## src/rtl/gate_check_pkg.sv

```systemverilog
// Shared types, sizes and golden model for the gate response checker.
package gate_check_pkg;

  localparam int unsigned VEC_W       = 4;
  localparam int unsigned CNT_W       = 4;
  localparam int unsigned RESP_W      = 3;
  localparam int unsigned NUM_VECTORS = 16;

  typedef enum logic [2:0] {
    IDLE,
    APPLY,
    SETTLE,
    CHECK,
    DONE
  } state_t;

  // Expected {e,f,g} for vector {a,b,c,d}: e=a&b, f=c&d, g=a&b&c&d.
  function automatic logic [RESP_W-1:0] golden_resp(input logic [VEC_W-1:0] vec);
    return {vec[3] & vec[2], vec[1] & vec[0], &vec};
  endfunction

endpackage

```

## src/rtl/gate_response_checker_settle_timer.sv

```systemverilog
// Down-counter that times the SETTLE window; expires on its last cycle.
module settle_timer
  import gate_check_pkg::*;
#(
  parameter int unsigned LOAD_VALUE = 2
) (
  input  logic clk,
  input  logic rst_n,
  input  logic load,
  input  logic en,
  output logic expire_c
);

  logic [CNT_W-1:0] count_q;

  always_ff @(posedge clk or negedge rst_n) begin
    if (!rst_n) begin
      count_q <= '0;
    end else if (load) begin
      count_q <= CNT_W'(LOAD_VALUE);
    end else if (en && (count_q != '0)) begin
      count_q <= count_q - CNT_W'(1);
    end
  end

  assign expire_c = en && (count_q == CNT_W'(1));

endmodule

```

## config.mk

```make
export PLATFORM = sky130hd
export DESIGN_NAME = settle_timer
export DESIGN_NICKNAME = d
export VERILOG_FILES = /design/src/rtl/gate_check_pkg.sv /design/src/rtl/gate_response_checker_settle_timer.sv
export SDC_FILE = /design/constraint.sdc
export NUM_CORES = 1
export LEC_CHECK = 0
export CAP_MARGIN = 0
export CORE_AREA = 2 2 39 41
export CTS_BUF_LIST = sky130_fd_sc_hd__clkbuf_8
export CTS_CLUSTER_SIZE = 25
export DETAILED_ROUTE_END_ITERATION = 10
export DIE_AREA = 0 0 41 43
export GPL_TIMING_DRIVEN = 1
export REMOVE_ABC_BUFFERS = 1
export SYNTH_ARGS = -nofsm -noshare
export SYNTH_HDL_FRONTEND = slang
export SYNTH_SLANG_ARGS = --single-unit
```

## constraint.sdc

```tcl
create_clock -name clk -period 1.68 [get_ports clk]
set_clock_uncertainty 0.15 [all_clocks]
set_input_delay 0.252 -clock clk [delete_from_list [all_inputs] [get_ports clk]]
set_output_delay 0.252 -clock clk [all_outputs]
set_load 0.005 [all_outputs]
```

## Yosys cells after proc, flatten, opt, wreduce, memory -nomap -nowiden

Index checks and enable logic that the tools add are counted.

- Bits in registers: 4
- Bits of input ports: 4
- Output and inout port bits: 1
- Logic and storage cells: 9

- $add $sub $neg: 1
- Eq/ne operators: 1
- Muxes and demuxes: 2
- Reductions and logical operators: 4

Operators by type and width:

| cell | number |
|---|---|
| $mux W4 | 2 |
| $eq A4 B1 Y1 const B | 1 |
| $reduce_bool A4 Y1 | 1 |
| $sub A4 B1 Y4 const B | 1 |
| $logic_and A1 B1 Y1 | 2 |
| $reduce_bool A2 Y1 | 1 |

## Longest topological paths before layout

- Word-level depth: 4
- Gate-level depth with buffers: 5
- Depth with buffers taken out: 5

## Worst setup path after synthesis

No wires, ideal clock.

- Path kind: reg2reg
- From: reg count_q[0]
- To: reg count_q[0]
- Library setup time: 128 ps
- Arrival time: 1182 ps
- Required time: 1402 ps
- Setup slack: 221 ps
- Stages on the path, launching flop included: 6
- Path buffers: 0
- Clock period less this slack: 1459 ps
- Cells stage by stage: dfrtp_1 > inv_1 > ha_1 > nand2b_1 > o21ai_2 > mux2_1

- Longest elaborated chain between the ends: 3
- Elaborated cells between the ends (all ways): 6
- Those cells by class: 1 x add/sub; 2 x mux; 3 x reduce/logical

Ends and longest elaborated chain:

| element | line | RTL |
|---|---|---|
| start: declaration | gate_response_checker_settle_timer.sv:14 | `logic [CNT_W-1:0] count_q;` |
| start signal: assignment | gate_response_checker_settle_timer.sv:20 | `count_q <= CNT_W'(LOAD_VALUE);` |
| start signal: assignment | gate_response_checker_settle_timer.sv:22 | `count_q <= count_q - CNT_W'(1);` |
| $sub A4 B1 Y4 or $reduce_bool A4 Y1 (tied branches) | gate_response_checker_settle_timer.sv:22, gate_response_checker_settle_timer.sv:21 |  |
| $mux W4 or $logic_and A1 B1 Y1 (tied branches) | gate_response_checker_settle_timer.sv:21 | `end else if (en && (count_q != '0)) begin` |
| $mux W4 or $reduce_bool A2 Y1 (tied branches) | -- |  |

Parallel ways exist; a longest one is shown, timed or not. The select of a mux whose other input is x is not followed.
A chain may end at the register's enable or synchronous reset.

## Worst setup path after layout

- From: reg count_q[1]
- To: reg count_q[0]

- Longest elaborated chain between the ends: 3

Ends and longest elaborated chain:

| element | line |
|---|---|
| $reduce_bool A4 Y1 | gate_response_checker_settle_timer.sv:21 |
| $logic_and A1 B1 Y1 | gate_response_checker_settle_timer.sv:21 |
| $reduce_bool A2 Y1 (no line) | -- |

No other way between the ends.

==> run_results.csv <==
group,metric,value,unit
critical_path,r2r_slack,0.1,ns
timing,timing.final.hold_violations,0,
floorplanning,dieArea,1760,sq um
grt,antenna_found_initial,0,
flow_run,timing.max_cap.violations,0,
critical_path,worstReg2RegStart,"count_q[1]",
critical_path,slowest_delay,0.37,ns
critical_path,worst_setup_path_start_kind,"flip-flop",
critical_path,reg2reg_depth,6,
route,drc,0,
yosys,ys_ff_latch,4,
timing,whs,0.0861,ns
clock_network,numClockSinks,4,
clock_network,clk_path_buf_depth,2,
yosys,synth_edf_count,0,
power,power_density,1100,nW/um^2
floorplanning,start_util,0.194,
timing,period_minus_slack,1.58,ns
route,viasPerCell,3.94,
yosys,syn_area_per_cell,10.3,sq um
clock_network,cts_buffers,3,
finish,multi_input_area,164,sq um
grt,grt_pass1_wl,869,um
yosys,ys_types,14,
timing,setup_viol,0,
floorplanning,placementRows,14,
floorplanning,ios,5,
critical_path,crit_required,1.63,ns
grt,grt-ovfl-total,0,
grt,grt_max_degree,7,
clock_network,cts-root-buf,"clkbuf_8",
route,first_pass_iters,4,
timing,worst_slew_pin_slew,0.258,ns
floorplanning,die_y,43,um
yosys,ys_warn_count,0,
finish,fillers,156,
grt,grt_pass1_vias,212,
clock_network,ctsHoldBuffers,0,
finish,drive_above_1_share,0.342,
critical_path,cp.arrival,1.53,ns
power,leakage,0.190,nW
route,routed_wirelength,570,um
finish,areaGrowthSynthToFinish,50.7,%
clock_network,clkLatencyLatePin,0.22,ns
critical_path,regToRegEndpoint,"count_q[0]",
yosys,netlist_area,269,sq um
yosys,syn_inst,26,
critical_path,setup.worst_path.end_class,"flip-flop",
floorplanning,core,1380,sq um
placed_design,portBuffers,4,
floorplanning,chipWidth,41,um
clock_network,h-tree-depth,1,
finish,nNetsFinal,47,
finish,final_util,0.293,
finish,regArea,100,sq um
timing,rsz0062_at_grt,"no",
power,power.total,0.444,mW
critical_path,cp_slowest_cell,"dfrtp_1",
critical_path,worstPathCellList,"inv_1 -> buf_4 -> ha_1 -> nand2b_1 -> o21ai_2 -> mux2_1",
critical_path,cp_max_fo,2,
timing,min_period_over_period,0.941,
route,drtIter0Drc,6,
power,ir_drop,278,uV
route,wl_per_cell,10.6,um
route,drtAntennaViolNets,0,
finish,insertedDiodeCount,0,
timing,drv_slew,0,
grt,grt.total_usage,0.0806,
outcome,status,"finished clean",
worst_hold_path,min_path_type,"primary input to asynchronous set/reset pin",
clock_network,cts_tree,"built",
yosys,synth-seq-area-share,0.372,
clock_network,clkTransAtPathRegs,0.03,ns
finish,regMostFlops,"count_q",
yosys,ys.flop_type,"dfrtp_1",
timing,max-slew-margin-rel,0.827,
critical_path,path_class,"flip-flop to flip-flop",
yosys,async_flop_share,1.00,
finish,top_regs,"count_q x4",
timing,fmax,632,MHz
placed_design,place_congestion,0.625,
finish,mostFrequentLayoutCells,"nor2_1, buf_4, dfrtp_1",
finish,largest_reg_flops,4,
route,vias,213,
per-layer routing:
layer	GRT usage	vias up	part of all wire
met2	0.113	6	0.51
met3	0.0314	3	0.046
met1	0.0844	93	0.40
met5	0	-	0
li1	-	111	-
met4	0.0800	0	0.037
timing repair:
action | 4_1_cts | 5_1_grt
pin swaps | 0 | 0
setup buffers | 1 | 0
gates resized for setup | 1 | 3
setup endpoints to repair | 1 | 1
power breakdown:
| group | total (mW) | switching (mW) | leakage [nW] | internal (mW) |
|---|---|---|---|---|
| sequential | 0.123 | 0.0119 | 0.0505 | 0.111 |
| clock | 0.206 | 0.0528 | 0.0216 | 0.153 |
| combinational | 0.115 | 0.0516 | 0.118 | 0.0636 |
| total | 0.444 | 0.116 | 0.190 | 0.328 |
synth_stat cells (all sizes together), types with 2 or more instances:
master,n,area share
inv,2,0.028
ha,3,0.14
dfrtp,4,0.37
mux2i,2,0.074
nor2,5,0.070
nand2,2,0.028
cell type report:
class	count	area share
multi-input cells	20	0.404
flip-flops and latches	4	0.247
repair buffers	9	0.179
clock buffers	3	0.102
well taps	16	0.0494
inverters	2	0.0185
worst max path at each step:
stage                     startpoint    endpoint  slack (ns)  cells past startpoint
final                     count_q[1]  count_q[0]         0.1                      6
after global routing      count_q[1]  count_q[0]        0.05                      6
after CTS                 count_q[0]    expire_c     0.00005                      3
after detailed placement          en    expire_c       -0.12                      3
after global placement            en    expire_c       -0.12                      3
after floorplan           count_q[0]  count_q[0]        0.22                      5
worst max-delay path: cells and delay by family, from the launching register on:
family | cells | cell delay [ns]
simple gates | 1 | 0.08
mux | 1 | 0.33
compound gates | 1 | 0.18
fa+ha+maj | 1 | 0.15
flops | 1 | 0.37
buf+inv | 2 | 0.19
through the flow:
| stage | instances | instance area, sq um | setup slack (ns) | TNS [ns] |
|---|---|---|---|---|
| 6_report | 54 | 405 | 0.0983 | 0 |
| 5_1_grt | 54 | 405 | 0.0490 | 0 |
| 4_1_cts | 54 | 407 | 0.0000523 | 0 |
| 3_5_place_dp | 50 | 359 | -0.119 | -0.119 |
| 3_3_place_gp | 50 | 359 | -0.116 | -0.116 |
| 2_1_floorplan | 26 | 269 | 0.221 | 0 |
cell families after synthesis:
family | count (synthesis) | share of synthesized area
AND/OR/NAND/NOR | 12 | 0.279
AO/OA/AOI/OAI | 2 | 0.0651
buffers and inverters | 2 | 0.0279
adder cells (fa/ha/maj) | 3 | 0.140
flip-flops | 4 | 0.372
multiplexers | 3 | 0.116
Note: power is estimated with default switching activity, not from simulation.
